File: src/rtl/vga_pattern_pkg.sv
// Shared constants for the VGA test-pattern source: palette, mode codes,
// pixel payload type and common widths.
package vga_pattern_pkg;

  localparam int unsigned PIX_W  = 24;
  localparam int unsigned CNT_W  = 11;
  localparam int unsigned FCNT_W = 16;
  localparam int unsigned MODE_W = 2;

  typedef struct packed {
    logic [7:0] r;
    logic [7:0] g;
    logic [7:0] b;
  } rgb_t;

  localparam logic [PIX_W-1:0] PAL_BLACK  = 24'h000000;
  localparam logic [PIX_W-1:0] PAL_BLUE   = 24'h0000FF;
  localparam logic [PIX_W-1:0] PAL_RED    = 24'hFF0000;
  localparam logic [PIX_W-1:0] PAL_PURPLE = 24'hFF00FF;
  localparam logic [PIX_W-1:0] PAL_GREEN  = 24'h00FF00;
  localparam logic [PIX_W-1:0] PAL_CYAN   = 24'h00FFFF;
  localparam logic [PIX_W-1:0] PAL_YELLOW = 24'hFFFF00;
  localparam logic [PIX_W-1:0] PAL_WHITE  = 24'hFFFFFF;

  localparam logic [PIX_W-1:0] BLACK = PAL_BLACK;
  localparam logic [PIX_W-1:0] WHITE = PAL_WHITE;
  localparam logic [PIX_W-1:0] BLUE  = PAL_BLUE;

  localparam logic [MODE_W-1:0] MODE_GRID = 2'd0;
  localparam logic [MODE_W-1:0] MODE_CHK  = 2'd1;
  localparam logic [MODE_W-1:0] MODE_RAMP = 2'd2;
  localparam logic [MODE_W-1:0] MODE_BOX  = 2'd3;

  typedef enum logic {DIR_INC, DIR_DEC} dir_e;

  // Palette lookup for grid cells.
  function automatic logic [PIX_W-1:0] palette(input logic [2:0] idx);
    case (idx)
      3'd0:    palette = PAL_BLACK;
      3'd1:    palette = PAL_BLUE;
      3'd2:    palette = PAL_RED;
      3'd3:    palette = PAL_PURPLE;
      3'd4:    palette = PAL_GREEN;
      3'd5:    palette = PAL_CYAN;
      3'd6:    palette = PAL_YELLOW;
      default: palette = PAL_WHITE;
    endcase
  endfunction

endpackage

File: src/rtl/vga_box_mover.sv
// One axis of the bouncing box: position plus direction, advanced once per
// frame start. Ports: Clk, Reset_n (async, active low), Adv (frame start),
// pos (registered position), pos_nxt_c (position after the pending advance).
module vga_box_mover
  import vga_pattern_pkg::*;
#(
  parameter int unsigned MAX  = 736,
  parameter int unsigned STEP = 2
) (
  input  logic             Clk,
  input  logic             Reset_n,
  input  logic             Adv,
  output logic [CNT_W-1:0] pos,
  output logic [CNT_W-1:0] pos_nxt_c
);

  localparam int unsigned EXT_W = CNT_W + 1;

  dir_e dir;
  dir_e dir_nxt;

  // State register: position and direction.
  always_ff @(posedge Clk or negedge Reset_n) begin
    if (!Reset_n) begin
      pos <= '0;
      dir <= DIR_INC;
    end else if (Adv) begin
      pos <= pos_nxt_c;
      dir <= dir_nxt;
    end
  end

  // Bounce rule: clamp at the wall and reverse on the same frame.
  always_comb begin
    pos_nxt_c = pos;
    dir_nxt   = dir;
    case (dir)
      DIR_INC: begin
        if ((EXT_W'(pos) + EXT_W'(STEP)) > EXT_W'(MAX)) begin
          pos_nxt_c = CNT_W'(MAX);
          dir_nxt   = DIR_DEC;
        end else begin
          pos_nxt_c = pos + CNT_W'(STEP);
        end
      end
      DIR_DEC: begin
        if (pos < CNT_W'(STEP)) begin
          pos_nxt_c = '0;
          dir_nxt   = DIR_INC;
        end else begin
          pos_nxt_c = pos - CNT_W'(STEP);
        end
      end
    endcase
  end

endmodule

File: src/rtl/vga_pattern_gen.sv
// Test-pattern pixel source answering VGA_CTRL's early Data_Req with a
// registered RGB888 pixel (grid, checker, ramp, bouncing box).
// Ports: Clk, Reset_n (async, active low), Data_Req, hcount, vcount, Mode in;
// DATA (pixel), Frame_Cnt (frames started), Mode_Act (pattern in effect) out.
// Build option: define VGA_PATTERN_BOX_EN to compile the bouncing box;
// without it mode 3 emits black.
module vga_pattern_gen
  import vga_pattern_pkg::*;
#(
  parameter int unsigned H_ACT    = 800,
  parameter int unsigned V_ACT    = 480,
  parameter int unsigned ROWS     = 4,
  parameter int unsigned COLS     = 2,
  parameter int unsigned CHK_LOG2 = 5,
  parameter int unsigned BOX      = 64,
  parameter int unsigned STEP     = 2
) (
  input  logic              Clk,
  input  logic              Reset_n,
  input  logic              Data_Req,
  input  logic [CNT_W-1:0]  hcount,
  input  logic [CNT_W-1:0]  vcount,
  input  logic [MODE_W-1:0] Mode,
  output logic [PIX_W-1:0]  DATA,
  output logic [FCNT_W-1:0] Frame_Cnt,
  output logic [MODE_W-1:0] Mode_Act
);

  localparam int unsigned CW    = H_ACT / COLS;
  localparam int unsigned CH    = V_ACT / ROWS;
  localparam int unsigned EXT_W = CNT_W + 1;

  // Elaboration-time parameter sanity.
  if (ROWS < 1 || COLS < 1) begin : g_bad_grid
    $error("ROWS and COLS must be at least 1");
  end
  if (BOX >= V_ACT || BOX >= H_ACT) begin : g_bad_box
    $error("BOX must be smaller than the active area");
  end
  if (STEP < 1) begin : g_bad_step
    $error("STEP must be at least 1");
  end
  if (CHK_LOG2 >= CNT_W) begin : g_bad_chk
    $error("CHK_LOG2 out of range");
  end

  logic              fs_c;
  logic [MODE_W-1:0] mode_c;
  logic              in_act_c;
  logic [CNT_W-1:0]  col_c;
  logic [CNT_W-1:0]  row_c;
  logic [2:0]        grid_idx_c;
  rgb_t              pix_c;

  assign fs_c     = Data_Req && (hcount == '0) && (vcount == '0);
  // The frame-start pixel already uses the newly latched mode.
  assign mode_c   = fs_c ? Mode : Mode_Act;
  assign in_act_c = (hcount < CNT_W'(H_ACT)) && (vcount < CNT_W'(V_ACT));

  // Cell index by compare chain; last column/row absorb the remainder.
  always_comb begin
    col_c = '0;
    row_c = '0;
    for (int unsigned k = 1; k < COLS; k++) begin
      if (hcount >= CNT_W'(k * CW)) col_c = CNT_W'(k);
    end
    for (int unsigned k = 1; k < ROWS; k++) begin
      if (vcount >= CNT_W'(k * CH)) row_c = CNT_W'(k);
    end
  end

  assign grid_idx_c = 3'((row_c * COLS) + col_c);

`ifdef VGA_PATTERN_BOX_EN
  logic [CNT_W-1:0] bx_q, bx_n, by_q, by_n, bx_c, by_c;
  logic             box_hit_c;

  vga_box_mover #(.MAX(H_ACT - BOX), .STEP(STEP)) u_box_x (
    .Clk       (Clk),
    .Reset_n   (Reset_n),
    .Adv       (fs_c),
    .pos       (bx_q),
    .pos_nxt_c (bx_n)
  );

  vga_box_mover #(.MAX(V_ACT - BOX), .STEP(STEP)) u_box_y (
    .Clk       (Clk),
    .Reset_n   (Reset_n),
    .Adv       (fs_c),
    .pos       (by_q),
    .pos_nxt_c (by_n)
  );

  // On the frame-start cycle the box is drawn at its advanced position.
  assign bx_c = fs_c ? bx_n : bx_q;
  assign by_c = fs_c ? by_n : by_q;

  assign box_hit_c = (hcount >= bx_c) && (EXT_W'(hcount) < (EXT_W'(bx_c) + EXT_W'(BOX))) &&
                     (vcount >= by_c) && (EXT_W'(vcount) < (EXT_W'(by_c) + EXT_W'(BOX)));
`endif

  // Pattern mux.
  always_comb begin
    pix_c = BLACK;
    case (mode_c)
      MODE_GRID: pix_c = palette(grid_idx_c);
      MODE_CHK:  pix_c = (hcount[CHK_LOG2] ^ vcount[CHK_LOG2]) ? WHITE : BLACK;
      MODE_RAMP: pix_c = '{r: hcount[7:0], g: hcount[7:0], b: hcount[7:0]};
`ifdef VGA_PATTERN_BOX_EN
      MODE_BOX:  pix_c = box_hit_c ? WHITE : BLUE;
`else
      MODE_BOX:  pix_c = BLACK;
`endif
    endcase
  end

  // Output register, mode latch and frame counter.
  always_ff @(posedge Clk or negedge Reset_n) begin
    if (!Reset_n) begin
      DATA      <= '0;
      Frame_Cnt <= '0;
      Mode_Act  <= MODE_GRID;
    end else begin
      if (fs_c) begin
        Mode_Act  <= Mode;
        Frame_Cnt <= Frame_Cnt + FCNT_W'(1);
      end
      DATA <= (Data_Req && in_act_c) ? pix_c : BLACK;
    end
  end

endmodule
File: config.mk
export PLATFORM = sky130hd
export DESIGN_NAME = vga_pattern_gen
export DESIGN_NICKNAME = d
export VERILOG_FILES = /design/src/rtl/vga_pattern_pkg.sv /design/src/rtl/vga_box_mover.sv /design/src/rtl/vga_pattern_gen.sv
export SDC_FILE = /design/constraint.sdc
export NUM_CORES = 1
export LEC_CHECK = 0
export BUFFER_PORTS_ARGS = -buffer_cell sky130_fd_sc_hd__buf_2
export CORE_MARGIN = 2
export CORE_UTILIZATION = 48
export CTS_BUF_LIST = sky130_fd_sc_hd__clkbuf_16
export CTS_CLUSTER_SIZE = 16
export DETAILED_ROUTE_END_ITERATION = 7
export PLACE_DENSITY = 0.78
export SETUP_SLACK_MARGIN = 0.4
export SLEW_MARGIN = 15
export SYNTH_ARGS = -nofsm -noshare
export SYNTH_HDL_FRONTEND = slang
export SYNTH_SLANG_ARGS = --single-unit
File: constraint.sdc
create_clock -name Clk -period 2.1 [get_ports Clk]
set_input_delay 0.42 -clock Clk [delete_from_list [all_inputs] [get_ports Clk]]
set_output_delay 0.42 -clock Clk [all_outputs]
set_load 0.02 [all_outputs]
==> impl_metrics.py <==
metrics = {
    "synth": {
        "postSynthCellCount": 159,
        "synth_fp_nets": 187,
        "async_flop_share": 1.000,
        "synth_flop_cell": "dfrtp_1",
        "synth_edf_count": 0,
        "yosysTopAreaCellShare": 0.5615,
        "synth_top_cell_by_area": "dfrtp_1",
        "ys_warn_count": 0,
        "muxShareOfSynthArea": 0.02340,
        "synthXorXnorAreaFrac": 0.07487,
        "synthAdderAreaFrac": 0.006684,
        "synth.area.top_cells": "dfrtp_1, xnor2_1, a21oi_1, o311ai_4, nand2b_1",
        "yosysSeqAreaShare": 0.5615,
        "synth.avg_cell_area_um2": 11.77,
        "synth_commonest_cells": "dfrtp_1, a21oi_1, xnor2_1",
        "synth_top_family_by_area": "simple AND/OR/NAND/NOR gates",
        "synth_most_common_cell": "dfrtp_1",
        "synthSimpleGateAreaFrac": 0.1912,
        "synthesis.area_mm2": 0.001872,
        "synth_cell_types": 35,
        "synth_compound_area_frac": 0.1257,
        "ys_ff_latch": 42,
    },
    "critical_path": {
        "slowest_delay_ns": 0.45,
        "regToRegEndpoint": "DATA[19]",
        "rr_worst_depth": 5,
        "path_cells": "or2_2 -> nor3_2 -> nand2_1 -> o311ai_4 -> a21oi_1",
        "critPathSlowestCell": "o311ai_4",
        "arrival_ns": 1.83,
        "timing.rr.start": "Mode_Act[1]",
        "setup.worst_path.start_class": "flip-flop",
        "required_ns": 2.24,
        "crit_fanout": 8,
        "crit_path_end_kind": "flip-flop",
        "criticalPathCategory": "flip-flop to flip-flop",
        "r2r_setup_slack_ns": 0.40,
    },
    "timing": {
        "hold_viol_final": 0,
        "tightest_slew_ns": 0.5028,
        "maxSlewViolCount": 0,
        "rsz0062_at_grt": "true",
        "max_freq_mhz": 589.1,
        "period_needed_ns": 1.697,
        "slew_headroom": 0.6640,
        "worst_hold_slack_ns": 0.1987,
        "setup_viol": 0,
        "clock_skew_ns": 0.004469,
        "min_period_over_period": 0.8083,
        "tns_ns": 0,
    },
    "clock_tree": {
        "clk_pin_slew_ns": 0.06,
        "cts_tree": "built",
        "cts_buffers": 5,
        "cts-root-buf": "clkbuf_16",
        "clockBufferDepth": 2,
        "htree_num_levels": 2,
        "cts.sinks": 42,
        "ctsHoldBuffers": 0,
        "clk_latency_ns": 0.27,
    },
    "detailed_routing": {
        "num_vias": 1508,
        "firstDrtPassIters": 4,
        "drc": 0,
        "antenna_left": 0,
        "wl_per_cell_um": 14.44,
        "routed_wl_um": 4145,
        "drt_iter0_markers": 132,
        "viasPerCell": 5.254,
    },
    "placed_design": {
        "hpwlAfterDp_um": 3067,
        "placed_cell_area_mm2": 0.002364,
        "place.gp.congestion": 0.7797,
        "port_buffers": 68,
    },
    "global_routing": {
        "use_met2": 0.3388,
        "grt_max_degree": 43,
        "grtUsageTotal": 0.2100,
        "grtUsageMet1": 0.2816,
        "use_met3": 0.04429,
        "grt_pass1_wl_um": 6851,
        "grt_pass1_vias": 1406,
        "gr-total-overflow": 0,
        "grt_antenna_before_repair": 0,
        "grt.busiest_layer": "met2",
    },
    "cells_and_area": {
        "area_growth_pct": 39.04,
        "insertedDiodeCount": 0,
        "fin_area_mm2": 0.002603,
        "multi_input_area_um2": 863.3,
        "fillCellCount": 268,
        "drive_gt1_frac": 0.4603,
        "nets": 266,
        "register_area_mm2": 0.001051,
    },
    "floorplan": {
        "die_h_um": 66.45,
        "fp-row-count": 22,
        "core_mm2": 0.003716,
        "chipWidth_um": 66.45,
        "dieArea_mm2": 0.004415,
        "start_util": 0.5037,
        "ioPinCount": 69,
    },
    "min_path": {
        "hold_path_class": "primary input to async pin",
    },
    "power": {
        "leakagePower_nw": 1.350,
        "irDropWorstVdd_uv": 350.2,
        "p_total_mw": 1.800,
        "p_per_area_mw_per_mm2": 691.7,
    },
    "flow_run": {
        "cap_violations": 0,
    },
    "outcome": {
        "status": "complete, no violations",
    },
}
==> worst max-delay path: cells and delay by family, from the launching register on <==
| kind | cells | cell delay, ns |
|---|---|---|
| DFF | 1 | 0.40 |
| and+or+nand+nor | 3 | 0.60 |
| AOI/OAI and AO/OA | 2 | 0.55 |
==> metal layers <==
layer,share of wire,vias to the layer above
met5,0,-
met4,0.014,0
met3,0.056,5
met2,0.51,48
met1,0.42,725
li1,-,730
==> area by class of cell <==
type,count,area share
clock buffers,5,0.04808
flip-flops and latches,42,0.4038
clock inverters,3,0.01538
multi-input cells,111,0.3317
repair buffers,78,0.1779
well taps,48,0.02308
==> sequential cells by signal, indices dropped and copies added, names as in the netlist <==
| signal | cells |
|---|---|
| Frame_Cnt | 16 |
| DATA | 24 |
| Mode_Act | 2 |
==> placed cells by master (no fill, tap or decap), drive strengths merged, types with 2 or more instances in the layout <==
master  count
o21ai       2
clkinv      2
mux2        3
nand4       9
nand2      10
dfrtp      42
xnor2      15
nor4        4
buf        78
nand2b      8
a21oi      26
nor2        5
clkbuf      5
and3        6
o311ai      3
nor3        4
nand3       7
==> worst max path at each step <==
stage           startpoint        to  slack, ns
2_1_floorplan    hcount[0]   DATA[0]       0.32
3_3_place_gp     vcount[5]   DATA[1]       0.07
3_5_place_dp     vcount[5]   DATA[4]       0.03
4_1_cts        Mode_Act[1]  DATA[19]       0.39
5_1_grt          vcount[2]   DATA[2]       0.31
6_report       Mode_Act[1]  DATA[19]       0.40
==> metrics by stage <==
stage	instances	utilization	worst slack, ns
after floorplan	159	-	0.3230
after global placement	275	0.6360	0.06594
after detailed placement	275	0.6360	0.02662
after CTS	287	0.6990	0.3875
after global routing	287	0.7003	0.3085
final	287	0.7003	0.4025
==> power breakdown <==
group          switching [mW]  leakage [nW]  internal (mW)  total (mW)
clock                   0.283        0.0836          0.555       0.838
combinational          0.0884         0.683         0.0519       0.140
sequential            0.00213         0.583          0.819       0.822
==> timing repair <==
| item | 4_1_cts | 5_1_grt |
|---|---|---|
| resized for setup | 10 | 1 |
| buffers inserted | 4 | 0 |
| pin swaps | 6 | 1 |
| endpoints found under the setup margin | 24 | 26 |
==> kinds of logic after synthesis <==
logic type / after synthesis
AO/OA/AOI/OAI: 33
XOR/XNOR: 16
adder cells (fa/ha/maj): 1
buffers and inverters: 6
flip-flops: 42
multiplexers: 4
AND/OR/NAND/NOR: 57
(Power assumes the default switching activity.)
